==> config.mk <==
export PLATFORM = sky130hd
export DESIGN_NAME = cct_result_fifo
export DESIGN_NICKNAME = d
export VERILOG_FILES = /design/src/rtl/cct_result_fifo.sv
export SDC_FILE = /design/constraint.sdc
export NUM_CORES = 1
export LEC_CHECK = 0
export ABC_AREA = 1
export ABC_CLOCK_PERIOD_IN_PS = 4500
export CELL_PAD_IN_SITES_DETAIL_PLACEMENT = 2
export CELL_PAD_IN_SITES_GLOBAL_PLACEMENT = 2
export CORE_ASPECT_RATIO = 0.6
export CORE_MARGIN = 10
export CORE_UTILIZATION = 35
export DETAILED_ROUTE_END_ITERATION = 10
export GPL_ROUTABILITY_DRIVEN = 0
export GPL_TIMING_DRIVEN = 0
export PLACE_DENSITY_LB_ADDON = 0.1
export SYNTH_ARGS = -nofsm -noshare
export SYNTH_HDL_FRONTEND = slang
export SYNTH_SLANG_ARGS = --single-unit
==> constraint.sdc <==
create_clock -name clk -period 4.5 [get_ports clk]
set_input_delay 0.45 -clock clk [delete_from_list [all_inputs] [get_ports clk]]
set_output_delay 0.45 -clock clk [all_outputs]
set_load 0.05 [all_outputs]
==> src/rtl/cct_result_fifo.sv <==
// Capture stage for the student circuit result: FWFT FIFO with ready/valid drain,
// running 16-bit sum of accepted words and a saturating drop counter.
module cct_result_fifo #(
  parameter int DATA_W = 8,
  parameter int DEPTH  = 4
) (
  input  logic                    clk,
  input  logic                    clear_n,
  input  logic                    flush,
  input  logic [DATA_W-1:0]       in_data,
  input  logic                    in_valid,
  output logic                    in_ready,
  output logic [DATA_W-1:0]       out_data,
  output logic                    out_valid,
  input  logic                    out_ready,
  output logic [$clog2(DEPTH):0]  count,
  output logic [15:0]             sum,
  output logic [7:0]              drop_cnt
);

  localparam int CNT_W = $clog2(DEPTH) + 1;
  localparam int PTR_W = $clog2(DEPTH);

  logic [DATA_W-1:0] mem [DEPTH];
  logic [PTR_W-1:0]  wr_ptr;
  logic [PTR_W-1:0]  rd_ptr;
  logic              push;
  logic              drop;
  logic              pop;

  // Status decodes depend only on registered occupancy.
  assign in_ready  = (count != CNT_W'(DEPTH));
  assign out_valid = (count != '0);

  assign push = in_valid & in_ready;
  assign drop = in_valid & ~in_ready;
  assign pop  = out_valid & out_ready;

  always_ff @(posedge clk or negedge clear_n) begin
    if (!clear_n) begin
      wr_ptr   <= '0;
      rd_ptr   <= '0;
      count    <= '0;
      sum      <= '0;
      drop_cnt <= '0;
    end else if (flush) begin
      wr_ptr   <= '0;
      rd_ptr   <= '0;
      count    <= '0;
      sum      <= '0;
      drop_cnt <= '0;
    end else begin
      if (push) begin
        wr_ptr <= wr_ptr + PTR_W'(1);
        sum    <= sum + 16'(in_data);
      end
      if (pop) begin
        rd_ptr <= rd_ptr + PTR_W'(1);
      end
      if (drop && drop_cnt != 8'hFF) begin
        drop_cnt <= drop_cnt + 8'd1;
      end
      case ({push, pop})
        2'b10:   count <= count + CNT_W'(1);
        2'b01:   count <= count - CNT_W'(1);
        default: count <= count;
      endcase
    end
  end

  // Storage needs no reset; only entries below count are ever observed.
  always_ff @(posedge clk) begin
    if (push && !flush) begin
      mem[wr_ptr] <= in_data;
    end
  end

  always_comb begin
    out_data = '0;
    if (out_valid) begin
      out_data = mem[rd_ptr];
    end
  end

endmodule
* Word level (Yosys, flattened, before mapping)
Memories as Yosys holds them, arrays and structs flattened.
Index checks and enable logic that the tools add are counted.
** Word-level totals
- Flip-flop bits (word level) :: 31
- RAM bits :: 32
- Input bits :: 13
- Output and inout port bits :: 37
- Memories kept :: 1
** Memory list
- mem :: depth 4, width 8, read ports 1, clocked after Yosys merged registers in 0, write ports 1, line 24 : logic [DATA_W-1:0] mem [DEPTH];
** Cells by class
- $add $sub $neg :: 6
- Equal/unequal tests :: 4
- Multiplexer cells :: 13
- Bitwise logic cells :: 4
- Reductions and logical operators :: 8
** Operators with widths (count)
- 16-bit two-way mux :: 2
- 8-bit two-way mux :: 3
- 16-bit by 8-bit adder with 16-bit output :: 1
- 8-bit by 1-bit adder with 8-bit output, second input constant :: 1
- 2-bit two-way mux :: 4
- 8-bit inequality test, second input constant :: 1
- 3-bit case mux with 2 select lines :: 1
- 2-bit nonzero test :: 3
- 3-bit nonzero test :: 2
- 2-bit by 1-bit adder with 2-bit output, second input constant :: 2
- 3-bit by 1-bit adder with 3-bit output, second input constant :: 1
- 1-bit AND :: 3
- 3-bit two-way mux :: 1
- 3-bit inequality test, second input constant :: 1
- 3-bit by 1-bit subtractor with 3-bit output, second input constant :: 1
- 2-bit by 1-bit == test with 1-bit output, second input constant :: 1
- 2-bit == test, second input constant :: 1
- 1-bit logical AND :: 2
- 1-bit two-way mux :: 2
- 1-bit zero test :: 1
- 1-bit inverter :: 1

* Logic depth before layout (Yosys ltp)
Gate-level depths: netlist of the first run.
- Depth in word-level cells :: 6
- Gate-level depth with buffers :: 10
- Mapped depth without buffers :: 10

* Worst setup path before layout of the first run
OpenSTA, ideal clock, no wires.
- Kind :: reg-to-reg
- Start :: register count[0]
- End :: register count[2]
- Arrival time :: 2.233 ns
- Required time :: 4.382 ns
- Setup slack :: 2.149 ns
- Stages on the path, launching flop included :: 11
- Period minus slack after synthesis :: 2.351 ns
- Cell sequence :: dfrtp_1 inv_1 nand3_2 nand2_4 nand2_4 inv_1 fa_1 xnor2_1 xor2_1 nand2_1 nand2_1
** Between the ends
- Longest elaborated chain between the ends :: 5
- Elaborated cells between the ends (all ways) :: 11
** RTL lines
- from (decl) :: line 16 : output logic [$clog2(DEPTH):0] count,
- from (signal assigned) :: line 64 : 2'b10: count <= count + CNT_W'(1);
- from (signal assigned) :: line 65 : 2'b01: count <= count - CNT_W'(1);
- from (signal assigned) :: line 66 : default: count <= count;
- 3-bit inequality test * :: line 32 : assign in_ready = (count != CNT_W'(DEPTH));
- named net in_ready :: line 12 : output logic in_ready,
- 1-bit AND * :: line 35 : assign push = in_valid & in_ready;
- 2-bit by 1-bit == test with 1-bit output or 2-bit == test (tied branches) :: line 63 : case ({push, pop})
- 3-bit case mux with 2 select lines :: line 63
- 3-bit two-way mux :: line 46 : end else if (flush) begin
The timed path passes the listed nets; every way through them passes the cells marked *.
A chain may end at the register's enable or synchronous reset.

* Worst setup path in the final report of the first run
- Start :: register rd_ptr[0]
- End :: output out_data[1]
** Between the ends
- Longest elaborated chain between the ends :: 2
** RTL lines
- from (decl) :: line 26 : logic [PTR_W-1:0] rd_ptr;
- from (signal assigned) :: line 58 : rd_ptr <= rd_ptr + PTR_W'(1);
- memory read 4 x 8 bit
- 8-bit two-way mux :: line 80 : if (out_valid) begin
- to (decl) :: line 13 : output logic [DATA_W-1:0] out_data,
No other way between the ends.

==> impl_metrics.sql, run 1 <==
INSERT INTO impl_metrics (metric_group, metric, value, unit) VALUES
('floorplanning', 'fp.dieH', '95.6', 'um'),
('floorplanning', 'design.die.area', '13900', 'um^2'),
('sta', 'setup_violations', '0', ''),
('logic_synthesis', 'syn_nets', '405', ''),
('critical_path', 'r2r_end', 'count[2]$_DFFE_PN0P_', ''),
('sta', 'rsz0062_at_grt', 'false', ''),
('power_and_ir_drop', 'p_leak', '0.00182', 'uW'),
('logic_synthesis', 'synth.yosys.warnings', '0', ''),
('clock_network', 'postCtsSetupRepairBufs', '0', ''),
('layout', 'layout.cell_area.non_filler', '4240', 'um^2'),
('logic_synthesis', 'post_synth.cell_area_avg', '8.83', 'um^2'),
('clock_network', 'path_clk_slew', '0.05', 'ns'),
('critical_path', 'critPathTopFamily', 'buffers and inverters', ''),
('logic_synthesis', 'post_synth_inst_count', '377', ''),
('sta', 'post-route-worst-setup-slack', '1.16', 'ns'),
('critical_path', 'worst_r2r_path_depth', '9', ''),
('sta', 'number_of_max_slew_violations_in_the_final_report', '0', ''),
('critical_path', 'worst_setup_path_end_kind', 'output port', ''),
('floorplanning', 'io-pin-count', '50', ''),
('detailed_routing', 'vias', '2844', ''),
('clock_network', 'clockBufferDepth', '2', ''),
('floorplanning', 'row_count', '27', ''),
('place', 'place.detailed.hpwl', '8.30', 'mm'),
('sta', 'max_clock_freq', '300', 'MHz'),
('global_route', 'grt_first_pass_wirelength', '18.5', 'mm'),
('place', 'dpl_cell_area', '3980', 'um^2'),
('critical_path', 'critical_path_peak_fanout', '10', ''),
('power_and_ir_drop', 'vdd_ir_drop_max', '0.000211', 'V'),
('sta', 'worst_pin_slew', '0.897', 'ns'),
('critical_path', 'path_buf_inv', '4', ''),
('detailed_routing', 'postRouteAntennaNets', '0', ''),
('global_route', 'grt_pass1_vias', '3169', ''),
('layout', 'finish.utilization', '46.0', '%'),
('job', 'max_cap_viol_count', '0', ''),
('layout', 'final_layout_size_suffix_gt1_share', '8.60', '%'),
('global_route', 'grt.overflow.total', '0', ''),
('clock_network', 'ctsRootBufferMaster', 'sky130_fd_sc_hd__clkbuf_16', ''),
('sta', 'hold_viol_final', '0', ''),
('global_route', 'grt_max_degree', '32', ''),
('layout', 'area.growth.synth_to_final', '27.5', '%'),
('sta', 'setup_tns', '0', 'ns'),
('clock_network', 'tritoncts.num_buffers', '9', ''),
('floorplanning', 'initial_core_util', '36.1', '%'),
('sta', 'timing.hold.ws', '0.198', 'ns'),
('global_route', 'grt_antenna_before_repair', '0', ''),
('detailed_routing', 'initialDrtViolationCount', '158', ''),
('critical_path', 'cp-start-kind', 'register', ''),
('layout', 'finalNetCount', '465', ''),
('sta', 'clock_skew', '0.00450', 'ns'),
('place', 'dpl_worst_slack', '1.53', 'ns'),
('detailed_routing', 'detail_route.wl_per_cell', '20.2', 'um'),
('layout', 'filler_instances', '1017', ''),
('clock_network', 'hold_buf_count_cts', '0', ''),
('outcome', 'status', 'completed', ''),
('place', 'port_buffers', '49', ''),
('detailed_routing', 'number_of_iterations_in_the_first_detailed_routing_pass', '4', ''),
('critical_path', 'critPathArrivalTime', '2.89', 'ns'),
('critical_path', 'path_type_of_the_worst_setup_path', 'register to output port', ''),
('power_and_ir_drop', 'power_per_cell_area', '549', 'nW/um^2'),
('floorplanning', 'die_w', '146', 'um'),
('layout', 'antenna-diode-count', '0', ''),
('global_route', 'gr-usage-all-layers', '17.1', '%'),
('detailed_routing', 'remaining_drc_errors', '0', ''),
('logic_synthesis', 'post_synthesis_sequential_area_ratio', '52.2', '%'),
('detailed_routing', 'vias_per_cell', '4.97', ''),
('floorplanning', 'coreArea', '9220', 'um^2'),
('critical_path', 'slowest_stage', 'sky130_fd_sc_hd__clkdlybuf4s50_1', ''),
('detailed_routing', 'routed_wirelength', '11.5', 'mm'),
('clock_network', 'cts_htree_levels', '3', ''),
('logic_synthesis', 'synth.ff_latch_count', '63', ''),
('clock_network', 'tritoncts_clock_tree', 'done', '');
-- flip-flops by register name, summed over array words and instances (netlist names) --
register,flops
rd_ptr,2
wr_ptr,2
sum,16
drop_cnt,8
mem,32
count,3
-- layout by cell type, fill, tap and decap left out, types with 4 or more instances in the layout --
cell                               n
sky130_fd_sc_hd__nand2_1          71
sky130_fd_sc_hd__nor2_1           65
sky130_fd_sc_hd__clkdlybuf4s50_1  48
sky130_fd_sc_hd__inv_1            35
sky130_fd_sc_hd__edfxtp_1         32
sky130_fd_sc_hd__dfrtp_1          31
sky130_fd_sc_hd__o21ai_0          29
sky130_fd_sc_hd__nand3_1          29
sky130_fd_sc_hd__a21oi_1          21
sky130_fd_sc_hd__ha_1             13
sky130_fd_sc_hd__clkbuf_16         9
sky130_fd_sc_hd__xor2_1            7
sky130_fd_sc_hd__inv_2             5
sky130_fd_sc_hd__buf_2             4
-- worst max-delay path by stage --
| stage | from | to | cells after the start |
|---|---|---|---|
| after global placement | rd_ptr[0]$_DFFE_PN0P_ | out_data[6] | 6 |
| after CTS | rd_ptr[0]$_DFFE_PN0P_ | out_data[6] | 6 |
| after detailed placement | rd_ptr[0]$_DFFE_PN0P_ | out_data[6] | 6 |
| after global routing | rd_ptr[0]$_DFFE_PN0P_ | out_data[1] | 6 |
| final | rd_ptr[0]$_DFFE_PN0P_ | out_data[1] | 6 |
| after floorplan | count[0]$_DFFE_PN0P_ | count[2]$_DFFE_PN0P_ | 10 |
-- cell families after synthesis --
family,share of synthesized area [%]
AND/OR/NAND/NOR,24.5
flip-flops,52.2
AO/OA/AOI/OAI,9.36
buffers and inverters,5.49
adder cells (fa/ha/maj),6.09
XOR/XNOR,2.37
-- metrics by stage --
| step | std cells | total power (uW) |
|---|---|---|
| 2_1_floorplan | 377 | 1360 |
| 3_3_place_gp | 556 | 1660 |
| 3_5_place_dp | 556 | 1710 |
| 4_1_cts | 572 | 2360 |
| 5_1_grt | 572 | 2450 |
| 6_report | 572 | 2330 |
-- power breakdown --
part | internal (uW) | switching (uW) | leakage [uW]
logic | 288 | 705 | 0.000978
registers | 661 | 52.7 | 0.000714
clock network | 369 | 253 | 0.000126
total | 1320 | 1010 | 0.00182
-- cell type report --
class / count / area [um^2] / area share [%]
plain buffers: 5 / 22.5 / 0.531
clock buffers: 10 / 229 / 5.40
clock inverters: 6 / 37.5 / 0.884
inverters: 42 / 160 / 3.77
multi-input cells: 267 / 1410 / 33.2
flip-flops and latches: 63 / 1740 / 40.9
well taps: 130 / 163 / 3.83
repair buffers: 49 / 485 / 11.4
-- Yosys cell counts --
| cell type | n | area [um^2] |
|---|---|---|
| sky130_fd_sc_hd__nand3_1 | 29 | 145 |
| sky130_fd_sc_hd__clkbuf_1 | 2 | 7.51 |
| sky130_fd_sc_hd__nand2_4 | 3 | 33.8 |
| sky130_fd_sc_hd__nor2_2 | 2 | 12.5 |
| sky130_fd_sc_hd__a21o_1 | 3 | 22.5 |
| sky130_fd_sc_hd__nor3b_1 | 1 | 7.51 |
| sky130_fd_sc_hd__nor2_1 | 65 | 244 |
| sky130_fd_sc_hd__nor2_4 | 3 | 33.8 |
| sky130_fd_sc_hd__nor3_1 | 3 | 15.0 |
| sky130_fd_sc_hd__a22o_1 | 1 | 8.76 |
| sky130_fd_sc_hd__inv_4 | 1 | 6.26 |
| sky130_fd_sc_hd__nand3b_1 | 1 | 7.51 |
| sky130_fd_sc_hd__nand2_1 | 71 | 267 |
| sky130_fd_sc_hd__xor2_1 | 7 | 61.3 |
| sky130_fd_sc_hd__inv_1 | 35 | 131 |
| sky130_fd_sc_hd__xnor2_1 | 2 | 17.5 |
| sky130_fd_sc_hd__nand4_1 | 1 | 6.26 |
| sky130_fd_sc_hd__buf_2 | 3 | 15.0 |
| sky130_fd_sc_hd__ha_1 | 13 | 163 |
| sky130_fd_sc_hd__inv_2 | 5 | 18.8 |
| sky130_fd_sc_hd__nand2_2 | 3 | 18.8 |
| sky130_fd_sc_hd__dfrtp_1 | 31 | 776 |
| sky130_fd_sc_hd__edfxtp_1 | 32 | 961 |
| sky130_fd_sc_hd__o21ai_0 | 29 | 145 |
| sky130_fd_sc_hd__a21oi_2 | 1 | 8.76 |
| sky130_fd_sc_hd__nor3_4 | 1 | 16.3 |
| sky130_fd_sc_hd__a21oi_1 | 21 | 105 |
| sky130_fd_sc_hd__o22ai_1 | 1 | 6.26 |
| sky130_fd_sc_hd__fa_1 | 2 | 40.0 |
| sky130_fd_sc_hd__o21ai_1 | 3 | 15.0 |
| sky130_fd_sc_hd__nand3_2 | 1 | 10.0 |
| sky130_fd_sc_hd__clkinv_1 | 1 | 3.75 |
-- routing by layer --
layer / up-vias / global-route usage [%] / share of wire, %
met5: - / 0 / 0
met4: 0 / 3.94 / 0.77
met3: 11 / 3.92 / 3.2
met2: 33 / 28.5 / 47
met1: 1428 / 22.4 / 49
li1: 1372 / - / -
No activity file was read; power rests on OpenSTA's default activity.
==> inputs of run 2 (changes only) <==
--- a/config.mk
+++ b/config.mk
@@ -6,12 +6,12 @@
 export NUM_CORES = 1
 export LEC_CHECK = 0
 export ABC_AREA = 1
-export ABC_CLOCK_PERIOD_IN_PS = 4500
+export ABC_CLOCK_PERIOD_IN_PS = 2900
 export CELL_PAD_IN_SITES_DETAIL_PLACEMENT = 2
 export CELL_PAD_IN_SITES_GLOBAL_PLACEMENT = 2
 export CORE_ASPECT_RATIO = 0.6
 export CORE_MARGIN = 10
-export CORE_UTILIZATION = 35
+export CORE_UTILIZATION = 30
 export DETAILED_ROUTE_END_ITERATION = 10
 export GPL_ROUTABILITY_DRIVEN = 0
 export GPL_TIMING_DRIVEN = 0
==> constraint.sdc (replaced) <==
create_clock -name clk -period 2.9 [get_ports clk]
set_input_delay 0.29 -clock clk [delete_from_list [all_inputs] [get_ports clk]]
set_output_delay 0.29 -clock clk [all_outputs]
set_load 0.05 [all_outputs]
==> run 2 against run 1 <==
Compared with the run above: clock skew is 0.0025 ns higher; register-to-register slack got worse by 1.5 ns; global-route usage fell by 2.6 points; flip-flop and latch count stayed put; sequential share of layout area down 0.28 points; clock-buffer cell count is 1 lower; critical path type unchanged; highest routed layer unchanged.
==> impl_metrics.sql, run 2 (synthesized netlist as in run 1, its figures left out) <==
INSERT INTO impl_metrics (metric_group, metric, value, unit) VALUES
('job', 'max_cap_viol_count', '0', ''),
('place', 'place.detailed.hpwl', '8.19', 'mm'),
('sta', 'min_period', '2.68', 'ns'),
('sta', 'slew_headroom', '41.9', '%'),
('critical_path', 'worst_setup_path_end_kind', 'output port', ''),
('sta', 'post-route-worst-setup-slack', '0.215', 'ns'),
('sta', 'worst_pin_slew', '0.869', 'ns'),
('global_route', 'grt.overflow.total', '0', ''),
('power_and_ir_drop', 'power', '3670', 'uW'),
('floorplanning', 'io-pin-count', '50', ''),
('layout', 'registers.top_by_ff_count', 'mem', ''),
('clock_network', 'path_clk_slew', '0.06', 'ns'),
('clock_network', 'clock_latency', '0.34', 'ns'),
('detailed_routing', 'vias', '2817', ''),
('layout', 'antenna-diode-count', '0', ''),
('floorplanning', 'fp.dieH', '102', 'um'),
('global_route', 'gr-usage-all-layers', '14.6', '%'),
('place', 'dpl_worst_slack', '0.134', 'ns'),
('sta', 'max_clock_freq', '372', 'MHz'),
('detailed_routing', 'number_of_iterations_in_the_first_detailed_routing_pass', '4', ''),
('sta', 'timing.final.crit_share', '92.6', '%'),
('detailed_routing', 'postRouteAntennaNets', '0', ''),
('critical_path', 'path_type_of_the_worst_setup_path', 'register to output port', ''),
('clock_network', 'cts.sinks', '63', ''),
('floorplanning', 'coreArea', '10700', 'um^2'),
('clock_network', 'ctsRootBufferMaster', 'sky130_fd_sc_hd__clkbuf_16', ''),
('global_route', 'met2_layer_usage_reported_by_global_route', '22.7', '%'),
('power_and_ir_drop', 'vdd_ir_drop_max', '0.000311', 'V'),
('critical_path', 'critPathArrivalTime', '2.39', 'ns'),
('global_route', 'grt_pass1_vias', '3209', ''),
('worst_hold_path', 'worst_hold_check_path_type', 'primary input to asynchronous set/reset pin', ''),
('layout', 'finalNetCount', '465', ''),
('global_route', 'grt_antenna_before_repair', '0', ''),
('detailed_routing', 'detail_route.wl_per_cell', '18.6', 'um'),
('clock_network', 'tritoncts_clock_tree', 'done', ''),
('detailed_routing', 'vias_per_cell', '4.85', ''),
('clock_network', 'clockBufferDepth', '2', ''),
('detailed_routing', 'initialDrtViolationCount', '78', ''),
('critical_path', 'cp-start-kind', 'register', ''),
('layout', 'area.growth.synth_to_final', '28.3', '%'),
('layout', 'final_layout_size_suffix_gt1_share', '9.73', '%'),
('clock_network', 'tritoncts.num_buffers', '9', ''),
('layout', 'finish.utilization', '39.9', '%'),
('critical_path', 'critPathRequiredTime', '2.61', 'ns'),
('place', 'port_buffers', '49', ''),
('global_route', 'grt_max_degree', '32', ''),
('layout', 'biggestRegsByFlops', 'mem (32), sum (16), drop_cnt (8)', ''),
('global_route', 'busiest_layer', 'met2', ''),
('floorplanning', 'design.die.area', '15900', 'um^2'),
('sta', 'clock_skew', '0.00703', 'ns'),
('global_route', 'grt_first_pass_wirelength', '17.8', 'mm'),
('floorplanning', 'row_count', '29', ''),
('layout', 'final_common_cell', 'sky130_fd_sc_hd__nand2_1', ''),
('clock_network', 'cts_htree_levels', '3', ''),
('critical_path', 'worst_r2r_path_depth', '6', ''),
('floorplanning', 'initial_core_util', '31.1', '%'),
('layout', 'largest_register_ffs', '32', ''),
('detailed_routing', 'routed_wirelength', '10.8', 'mm'),
('layout', 'mostFrequentLayoutCells', '71 x sky130_fd_sc_hd__nand2_1, 65 x sky130_fd_sc_hd__nor2_1, 40 x sky130_fd_sc_hd__clkdlybuf4s50_1', ''),
('critical_path', 'critical_path_peak_fanout', '10', ''),
('detailed_routing', 'remaining_drc_errors', '0', ''),
('sta', 'number_of_max_slew_violations_in_the_final_report', '0', ''),
('sta', 'setup_violations', '0', ''),
('sta', 'timing.hold.ws', '0.0363', 'ns'),
('sta', 'hold_viol_final', '0', ''),
('sta', 'setup_tns', '0', 'ns'),
('global_route', 'grtUsageMet1', '19.1', '%'),
('power_and_ir_drop', 'power_per_cell_area', '859', 'nW/um^2'),
('power_and_ir_drop', 'p_leak', '0.00185', 'uW'),
('floorplanning', 'die_w', '156', 'um'),
('global_route', 'global_route.usage.met3', '4.49', '%'),
('sta', 'rsz0062_at_grt', 'false', ''),
('outcome', 'status', 'completed', '');
==> run 2: cell count changes in the layout (fill, tap and decap cells not counted), sizes merged, moves of 2 or more <==
cell           delta
clkdlybuf4s50     -8
inv               +4
clkinv            -3
dlygate4sd2       +3
clkbuf            +2
clkdlybuf4s15     +2
==> run 2: metal layers <==
layer | part of all wire (%) | wire (um)
met4 | 1.1 | 121
met5 | 0 | 0
met3 | 4.5 | 489
met2 | 44 | 4810
met1 | 50 | 5390
==> run 2: area by class of cell <==
| cell class | count | area (um^2) |
|---|---|---|
| Clock inverter | 7 | 77.6 |
| Timing Repair Buffer | 49 | 467 |
| Clock buffer | 9 | 225 |
| Inverter | 42 | 160 |
| Fill cell | 1180 | 6430 |
| Buffer | 5 | 22.5 |
| Sequential cell | 63 | 1740 |
| Multi-Input combinational cell | 267 | 1410 |
| Tap cell | 139 | 174 |
==> run 2: critical path: stages (launching register included) <==
cell                              delay [ns]
sky130_fd_sc_hd__dfrtp_1                0.35
sky130_fd_sc_hd__buf_2                  0.19
sky130_fd_sc_hd__inv_1                  0.24
sky130_fd_sc_hd__clkbuf_1               0.37
sky130_fd_sc_hd__o21ai_0                0.20
sky130_fd_sc_hd__a21oi_1                0.18
sky130_fd_sc_hd__clkdlybuf4s15_1        0.52
==> run 2: final timing paths <==
kind | slack (ns) | endpoint | startpoint
max | 0.22 | out_data[0] | rd_ptr[0]$_DFFE_PN0P_
min | 0.04 | sum[9]$_DFFE_PN0P_ | clear_n
max in group asynchronous | 2.35 | count[2]$_DFFE_PN0P_ | clear_n
min in group clk | 0.53 | sum[4]$_DFFE_PN0P_ | sum[4]$_DFFE_PN0P_
max reg2reg | 0.49 | mem[1][1]$_DFFE_PP_ | count[0]$_DFFE_PN0P_
min reg2reg | 0.53 | sum[4]$_DFFE_PN0P_ | sum[4]$_DFFE_PN0P_
==> run 2: stage by stage <==
stage,area [um^2],instances
detailed placement,3990,565
global placement,3990,565
finish,4270,581
global route,4270,581
CTS,4280,581
floorplan,3330,377
==> run 2: timing repair <==
item | 4_1_cts | 5_1_grt
pin swaps | 0 | 0
setup buffers | 0 | 0
hold buffers | 0 | 0
endpoints found under the setup margin | 8 | 5
gates resized for setup | 8 | 8
==> run 2: power by group <==
group          leakage [uW]  internal (uW)  total, uW  switching [uW]
logic              0.000993            397       1450            1050
registers          0.000714           1030       1110            81.3
clock network      0.000147            675       1110             435
